==> config.mk <==
export PLATFORM = sky130hd
export DESIGN_NAME = serdes_link_arbiter_flat
export DESIGN_NICKNAME = d
export VERILOG_FILES = /design/src/rtl/serdes_link_arbiter_if.sv /design/src/rtl/serdes_link_arbiter.sv /design/src/flat_wrapper.sv
export SDC_FILE = /design/constraint.sdc
export NUM_CORES = 1
export LEC_CHECK = 0
export ABC_AREA = 1
export CORE_MARGIN = 1
export CORE_UTILIZATION = 25
export CTS_BUF_LIST = sky130_fd_sc_hd__clkbuf_4 sky130_fd_sc_hd__clkbuf_8
export CTS_CLUSTER_SIZE = 30
export DETAILED_ROUTE_END_ITERATION = 10
export PLACE_DENSITY = 0.62
export SETUP_SLACK_MARGIN = 0.1
export SYNTH_ARGS = -nofsm -noshare
export SYNTH_HDL_FRONTEND = slang
export SYNTH_SLANG_ARGS = --single-unit
==> constraint.sdc <==
create_clock -name clk_i -period 4.73 [get_ports clk_i]
set_input_delay 0.946 -clock clk_i [delete_from_list [all_inputs] [get_ports clk_i]]
set_output_delay 0.946 -clock clk_i [all_outputs]
set_load 0.01 [all_outputs]
==> src/rtl/serdes_link_arbiter_if.sv <==
// Bundle of requester, serdes and status signals around serdes_link_arbiter.
// master = the arbiter itself, slave = requesters, serdes and observers.
interface serdes_link_arbiter_if #(
  parameter int NUM_REQ    = 4,
  parameter int DATA_WIDTH = 8,
  parameter int CHAN_W     = $clog2(NUM_REQ)
);
  // Requester side: payload words, one lane per channel
  logic [NUM_REQ*DATA_WIDTH-1:0] req_data_i;
  logic [NUM_REQ-1:0]            req_valid_i;
  logic [NUM_REQ-1:0]            req_last_i;
  logic [NUM_REQ-1:0]            req_ready_o;

  // Serdes parallel side
  logic [DATA_WIDTH-1:0]         ser_data_o;
  logic                          ser_valid_o;
  logic                          ser_ready_i;

  // Status
  logic [NUM_REQ-1:0]            grant_o;
  logic [CHAN_W-1:0]             active_chan_o;
  logic                          burst_trunc_o;
  logic [1:0]                    dbg_state_o;

  modport master (
    input  req_data_i, req_valid_i, req_last_i, ser_ready_i,
    output req_ready_o, ser_data_o, ser_valid_o,
    output grant_o, active_chan_o, burst_trunc_o, dbg_state_o
  );

  modport slave (
    output req_data_i, req_valid_i, req_last_i, ser_ready_i,
    input  req_ready_o, ser_data_o, ser_valid_o,
    input  grant_o, active_chan_o, burst_trunc_o, dbg_state_o
  );
endinterface

==> src/rtl/serdes_link_arbiter.sv <==
// Round-robin scheduler sharing one serdes TX parallel input among NUM_REQ
// requesters. Each grant sends a header word (MSB set, channel index in the
// low bits) followed by up to MAX_BURST payload words from the winner.
//
// Handshake: on every valid/ready pair a word moves when both are high at a
// rising clk_i. A source holds valid and data stable from the cycle it raises
// valid until the word is accepted; ready may toggle freely.
module serdes_link_arbiter #(
  parameter int NUM_REQ    = 4,
  parameter int DATA_WIDTH = 8,
  parameter int MAX_BURST  = 8,
  parameter int CHAN_W     = $clog2(NUM_REQ)
) (
  input  logic            clk_i,
  input  logic            rst_i,
  serdes_link_arbiter_if.master bus
);

  localparam int BEAT_W = (MAX_BURST > 1) ? $clog2(MAX_BURST) : 1;

  typedef enum logic [1:0] {
    IDLE   = 2'd0,
    HEADER = 2'd1,
    BURST  = 2'd2
  } state_t;

  state_t              state_q, state_d;
  logic [NUM_REQ-1:0]  grant_q, grant_d;
  logic [CHAN_W-1:0]   chan_q,  chan_d;
  logic [CHAN_W-1:0]   rr_q,    rr_d;
  logic [BEAT_W-1:0]   beat_q,  beat_d;

  // Arbitration results
  logic                arb_found;
  logic [CHAN_W-1:0]   arb_sel;
  logic [NUM_REQ-1:0]  arb_onehot;
  logic [CHAN_W-1:0]   cand;

  // Granted requester lane
  logic                  g_valid;
  logic                  g_last;
  logic [DATA_WIDTH-1:0] g_data;
  logic                  beat_at_max;

  // Output drivers
  logic [DATA_WIDTH-1:0] header_word;
  logic [DATA_WIDTH-1:0] ser_data;
  logic                  ser_valid;
  logic [NUM_REQ-1:0]    req_ready;
  logic                  trunc;

  // Round-robin search: first valid requester starting just after rr_q
  always_comb begin
    arb_found  = 1'b0;
    arb_sel    = '0;
    arb_onehot = '0;
    cand       = '0;
    for (int i = 1; i <= NUM_REQ; i++) begin
      cand = CHAN_W'((int'(rr_q) + i) % NUM_REQ);
      if (!arb_found && bus.req_valid_i[cand]) begin
        arb_found = 1'b1;
        arb_sel   = cand;
      end
    end
    arb_onehot[arb_sel] = arb_found;
  end

  // Select the granted requester's lane
  always_comb begin
    g_valid = 1'b0;
    g_last  = 1'b0;
    g_data  = '0;
    for (int k = 0; k < NUM_REQ; k++) begin
      if (chan_q == CHAN_W'(k)) begin
        g_valid = bus.req_valid_i[k];
        g_last  = bus.req_last_i[k];
        g_data  = bus.req_data_i[k*DATA_WIDTH +: DATA_WIDTH];
      end
    end
  end

  // Header word: MSB marks the frame start, channel index in the low bits
  always_comb begin
    header_word                 = '0;
    header_word[DATA_WIDTH-1]   = 1'b1;
    header_word[CHAN_W-1:0]     = chan_q;
  end

  assign beat_at_max = (beat_q == BEAT_W'(MAX_BURST - 1));

  // Next-state and output decode
  always_comb begin
    state_d   = state_q;
    grant_d   = grant_q;
    chan_d    = chan_q;
    rr_d      = rr_q;
    beat_d    = beat_q;
    ser_valid = 1'b0;
    ser_data  = '0;
    req_ready = '0;
    trunc     = 1'b0;

    case (state_q)
      IDLE: begin
        if (arb_found) begin
          state_d = HEADER;
          grant_d = arb_onehot;
          chan_d  = arb_sel;
        end
      end

      HEADER: begin
        ser_valid = 1'b1;
        ser_data  = header_word;
        if (bus.ser_ready_i) begin
          beat_d  = '0;
          state_d = BURST;
        end
      end

      BURST: begin
        ser_valid = g_valid;
        ser_data  = g_data;
        req_ready = grant_q & {NUM_REQ{bus.ser_ready_i}};
        if (g_valid && bus.ser_ready_i) begin
          if (g_last || beat_at_max) begin
            // Burst over: the served channel drops to lowest priority
            state_d = IDLE;
            rr_d    = chan_q;
            grant_d = '0;
            chan_d  = '0;
            trunc   = !g_last && beat_at_max;
          end else begin
            beat_d = beat_q + 1'b1;
          end
        end
      end

      default: begin
        state_d = IDLE;
        grant_d = '0;
        chan_d  = '0;
      end
    endcase
  end

  // State register; reset abandons any burst in flight
  always_ff @(posedge clk_i or posedge rst_i) begin
    if (rst_i) begin
      state_q <= IDLE;
      grant_q <= '0;
      chan_q  <= '0;
      rr_q    <= CHAN_W'(NUM_REQ - 1);
      beat_q  <= '0;
    end else begin
      state_q <= state_d;
      grant_q <= grant_d;
      chan_q  <= chan_d;
      rr_q    <= rr_d;
      beat_q  <= beat_d;
    end
  end

  assign bus.ser_data_o    = ser_data;
  assign bus.ser_valid_o   = ser_valid;
  assign bus.req_ready_o   = req_ready;
  assign bus.grant_o       = grant_q;
  assign bus.active_chan_o = chan_q;
  assign bus.burst_trunc_o = trunc;
  assign bus.dbg_state_o   = state_q;

  // At most one channel is ever granted
  a_grant_onehot: assert property (@(posedge clk_i) disable iff (rst_i) $onehot0(grant_q));

endmodule

==> src/flat_wrapper.sv <==
// flat-port wrapper written by rule: the top's interface ports become plain ports
module serdes_link_arbiter_flat 
#(
  parameter int NUM_REQ    = 4,
  parameter int DATA_WIDTH = 8,
  parameter int MAX_BURST  = 8,
  parameter int CHAN_W     = $clog2(NUM_REQ)
)
  (clk_i, rst_i, bus_req_data_i, bus_req_valid_i, bus_req_last_i, bus_ser_ready_i, bus_req_ready_o, bus_ser_data_o, bus_ser_valid_o, bus_grant_o, bus_active_chan_o, bus_burst_trunc_o, bus_dbg_state_o);
  serdes_link_arbiter_if #(.NUM_REQ(NUM_REQ), .DATA_WIDTH(DATA_WIDTH), .CHAN_W(CHAN_W)) bus_i ();
  input  logic clk_i;
  input  logic rst_i;
  input wire logic [$bits(bus_i.req_data_i)-1:0] bus_req_data_i;
  input wire logic [$bits(bus_i.req_valid_i)-1:0] bus_req_valid_i;
  input wire logic [$bits(bus_i.req_last_i)-1:0] bus_req_last_i;
  input wire logic [$bits(bus_i.ser_ready_i)-1:0] bus_ser_ready_i;
  output wire logic [$bits(bus_i.req_ready_o)-1:0] bus_req_ready_o;
  output wire logic [$bits(bus_i.ser_data_o)-1:0] bus_ser_data_o;
  output wire logic [$bits(bus_i.ser_valid_o)-1:0] bus_ser_valid_o;
  output wire logic [$bits(bus_i.grant_o)-1:0] bus_grant_o;
  output wire logic [$bits(bus_i.active_chan_o)-1:0] bus_active_chan_o;
  output wire logic [$bits(bus_i.burst_trunc_o)-1:0] bus_burst_trunc_o;
  output wire logic [$bits(bus_i.dbg_state_o)-1:0] bus_dbg_state_o;
  assign bus_i.req_data_i = bus_req_data_i;
  assign bus_i.req_valid_i = bus_req_valid_i;
  assign bus_i.req_last_i = bus_req_last_i;
  assign bus_i.ser_ready_i = bus_ser_ready_i;
  assign bus_req_ready_o = bus_i.req_ready_o;
  assign bus_ser_data_o = bus_i.ser_data_o;
  assign bus_ser_valid_o = bus_i.ser_valid_o;
  assign bus_grant_o = bus_i.grant_o;
  assign bus_active_chan_o = bus_i.active_chan_o;
  assign bus_burst_trunc_o = bus_i.burst_trunc_o;
  assign bus_dbg_state_o = bus_i.dbg_state_o;
  serdes_link_arbiter #(.NUM_REQ(NUM_REQ), .DATA_WIDTH(DATA_WIDTH), .MAX_BURST(MAX_BURST), .CHAN_W(CHAN_W)) u_core (.clk_i(clk_i), .rst_i(rst_i), .bus(bus_i));
endmodule
==> reports/qor.txt <==
kind of cell adding the most delay to the critical path -> buffers and inverters
Critical R2R Launch -> u_core.bus.active_chan_o[1]$_DFFE_PP0P_
clock buffer depth -> 2
Syn Nets -> 274
critical path class -> in2out
clk sink count -> 13
Total Wirelength -> 4170 um
initial antenna violation count -> 0
Tightest Hold Check Type -> reg2reg
largest net degree at the start of global routing -> 18
iteration count of the initial detailed-routing pass -> 4
outcome -> finished clean
Fill cells -> 568
DIE AREA -> 5920 um2
Crit Path Max Fanout -> 1
Setup Skew -> 0.00442 ns
Placement Setup Slack -> 1.11 ns
setup slack, reg-to-reg -> 2.68 ns
startpoint types -> input pin
# DRC -> 0
dpl hpwl -> 3170 um
GR Util All Layers -> 14.8%
Yosys warnings -> 0
top cells by count, synth -> 68 x nand2_1, 27 x o21ai_0, 23 x inv_1, 22 x nand3_1
nets -> 336
Buffers & Inverters on Critical Path -> 2
wire length per cell -> 11.7 um
Ports -> 65
worst slew pin tran -> 0.596 ns
unrepaired setup endpoints after global routing -> no
synthesized area per cell -> 6.21 um2
Hold Path Sink -> u_core.beat_q[2]$_DFFE_PP0P_
cts hold-fix bufs -> 0
VDD IR max -> 0.209 mV
fraction of layout cells with a size suffix above 1 -> 11.1%
synthesized flop and latch total -> 13
fin crit period -> 3.62 ns
Final Hold Viols -> 0
top_reg_cell synth -> dfrtp_1
cell area after synthesis -> 1400 um2
peak per-stage delay on the critical path -> 0.59 ns
Post-synth ARST share -> 100%
crit path cell chain -> clkdlybuf4s50_1 -> nand3_1 -> nand2_1 -> o21ai_0 -> nand2_1 -> o21ai_0 -> o32ai_1 -> clkdlybuf4s50_1
Fin Setup TNS -> 0 ns
hold depth -> 2
H-tree Lvls -> 1
Die H -> 76.9 um
CORE AREA -> 5270 um2
count leader, synth -> nand2_1
Setup violations, final -> 0
Worst Path Required -> 3.78 ns
gr ovfl total -> 0
ant diodes -> 0
CP max-delay cell -> clkdlybuf4s50_1
NetSw -> 0.562 mW
r2r endpoint -> u_core.bus.active_chan_o[1]$_DFFE_PP0P_
Layout Area Growth over Synthesis -> 51.4%
R2R depth -> 11
Critical Path AT -> 2.67 ns
top cells by area, synth -> dfrtp_1 20%, nand2_1 18%, o21ai_0 9.6%
vias in the first global route -> 1544
worst setup margin -> 1.11 ns
max-cap violation count -> 0
Synth top area share -> 19.6%
Vias/cell -> 4.56
Port-buffer cells -> 64
antenna-violating nets left -> 0
internal power -> 0.532 mW
fin crit share -> 76.5%
combinational share of power -> 70.3%
TritonCTS Buffers -> 3
Max Clock Freq -> 276 MHz
Sw Share -> 51.4%
Max Slew Vio Count -> 0
Reg clk slew, reported paths -> 0.06 ns
crit end category -> primary output
post-synth top area cell -> dfrtp_1
pwr/cell area -> 515 nW/um2
starting density of the core -> 26.6%
clock share of power -> 9.8%
post-cts repair resize count -> 0
Placer Congestion -> 0.774
sequential share of power -> 19.9%
Vias -> 1627
Die Span X -> 76.9 um
Leak Pwr -> 0.961 nW
post-synth cell types -> 33
first-pass GRT wire length -> 7200 um
row count -> 26
hold path startpoint -> u_core.beat_q[2]$_DFFE_PP0P_
Slew HR -> 60.3%
initial DRC count -> 50
Root Buffer -> clkbuf_8
number of synthesized flops with an enable pin -> 0
Seq/Total Area, Yosys -> 23.4%
Cells after Synth -> 226
post-CTS setup buffers -> 0
worst-skew pair later-pin latency -> 0.24 ns
CTS tree -> done
==> layout by cell type, fill, tap and decap left out, types with 3 or more instances in the layout <==
cell             instances
nand4_1                  6
nand2_2                 11
a21oi_1                  9
o21ai_0                 27
inv_2                    3
inv_1                   23
clkdlybuf4s50_1         64
dfrtp_1                 11
nand3_1                 22
nor2_1                  11
ha_1                     5
clkbuf_8                 3
o21ai_1                  3
nand2_1                 68
nand3_2                  3
==> area by class of cell <==
type | instances | area [um2] | share of cell area, %
repair buffers | 64 | 641 | 30.1
flip-flops and latches | 13 | 328 | 15.4
clock buffers | 4 | 48.8 | 2.30
multi-input cells | 178 | 913 | 43.0
inverters | 28 | 108 | 5.06
well taps | 70 | 87.6 | 4.12
==> worst max-delay path by stage <==
stage	from	endpoint	depth (start not counted)
final	bus_req_data_i[8]	bus_ser_data_o[0]	8
after global routing	u_core.bus.active_chan_o[1]$_DFFE_PP0P_	bus_ser_data_o[0]	8
after CTS	bus_req_data_i[8]	bus_ser_data_o[0]	8
after detailed placement	bus_req_data_i[8]	bus_ser_data_o[0]	8
after global placement	bus_req_data_i[8]	bus_ser_data_o[0]	8
after floorplan	bus_req_data_i[8]	bus_ser_data_o[0]	6
==> worst register-to-register path, cell delays in order, from the launching register on <==
cell	delay, ns
dfrtp_1	0.72
nand2_2	0.30
clkinv_1	0.15
nand2_1	0.07
o21ai_2	0.08
nand2_2	0.12
nand2_4	0.09
nand2_2	0.07
nor2_4	0.17
inv_4	0.07
nand2_2	0.05
o21ai_1	0.06
==> layer usage <==
layer  part of all wire [%]  up-vias  track usage (%)
met5                      0        -                0
met4                   0.86        0             3.46
met3                    8.9        5             3.33
met2                     42       63             24.6
met1                     48      692             19.3
li1                       -      867                -
==> cells by family after synthesis <==
| kind of cell | count (synthesis) | synth area share, % |
|---|---|---|
| AO/OA/AOI/OAI | 44 | 16.8 |
| buffers and inverters | 35 | 11.6 |
| adder cells (fa/ha/maj) | 5 | 4.46 |
| AND/OR/NAND/NOR | 129 | 43.9 |
| flip-flops | 13 | 23.4 |
==> through the flow <==
stage	hold WS, ns	power [mW]	instances	instance area (um2)	utilization [%]
6_report	0.492	1.09	357	2130	40.3
5_1_grt	0.532	1.22	357	2130	40.3
4_1_cts	0.497	1.11	357	2130	40.3
3_5_place_dp	0.482	0.989	353	2080	39.4
3_3_place_gp	0.476	0.988	353	2080	39.4
2_1_floorplan	0.457	0.765	226	1400	-
==> registers in the layout, indices dropped and copies added (netlist names) <==
signal	cells
u_core.bus.grant_o	4
u_core.beat_q	3
u_core.bus.active_chan_o	2
u_core.bus.dbg_state_o	2
u_core.rr_q	2
==> power by group through the flow <==
stage	Sequential [mW]	Clock [mW]	Combinational, mW
final	0.218	0.107	0.769
after global routing	0.227	0.116	0.879
after CTS	0.218	0.112	0.776
after detailed placement	0.219	0	0.770
after global placement	0.218	0	0.769
after floorplan	0.196	0	0.568
Power figures use the tool's default switching activity.
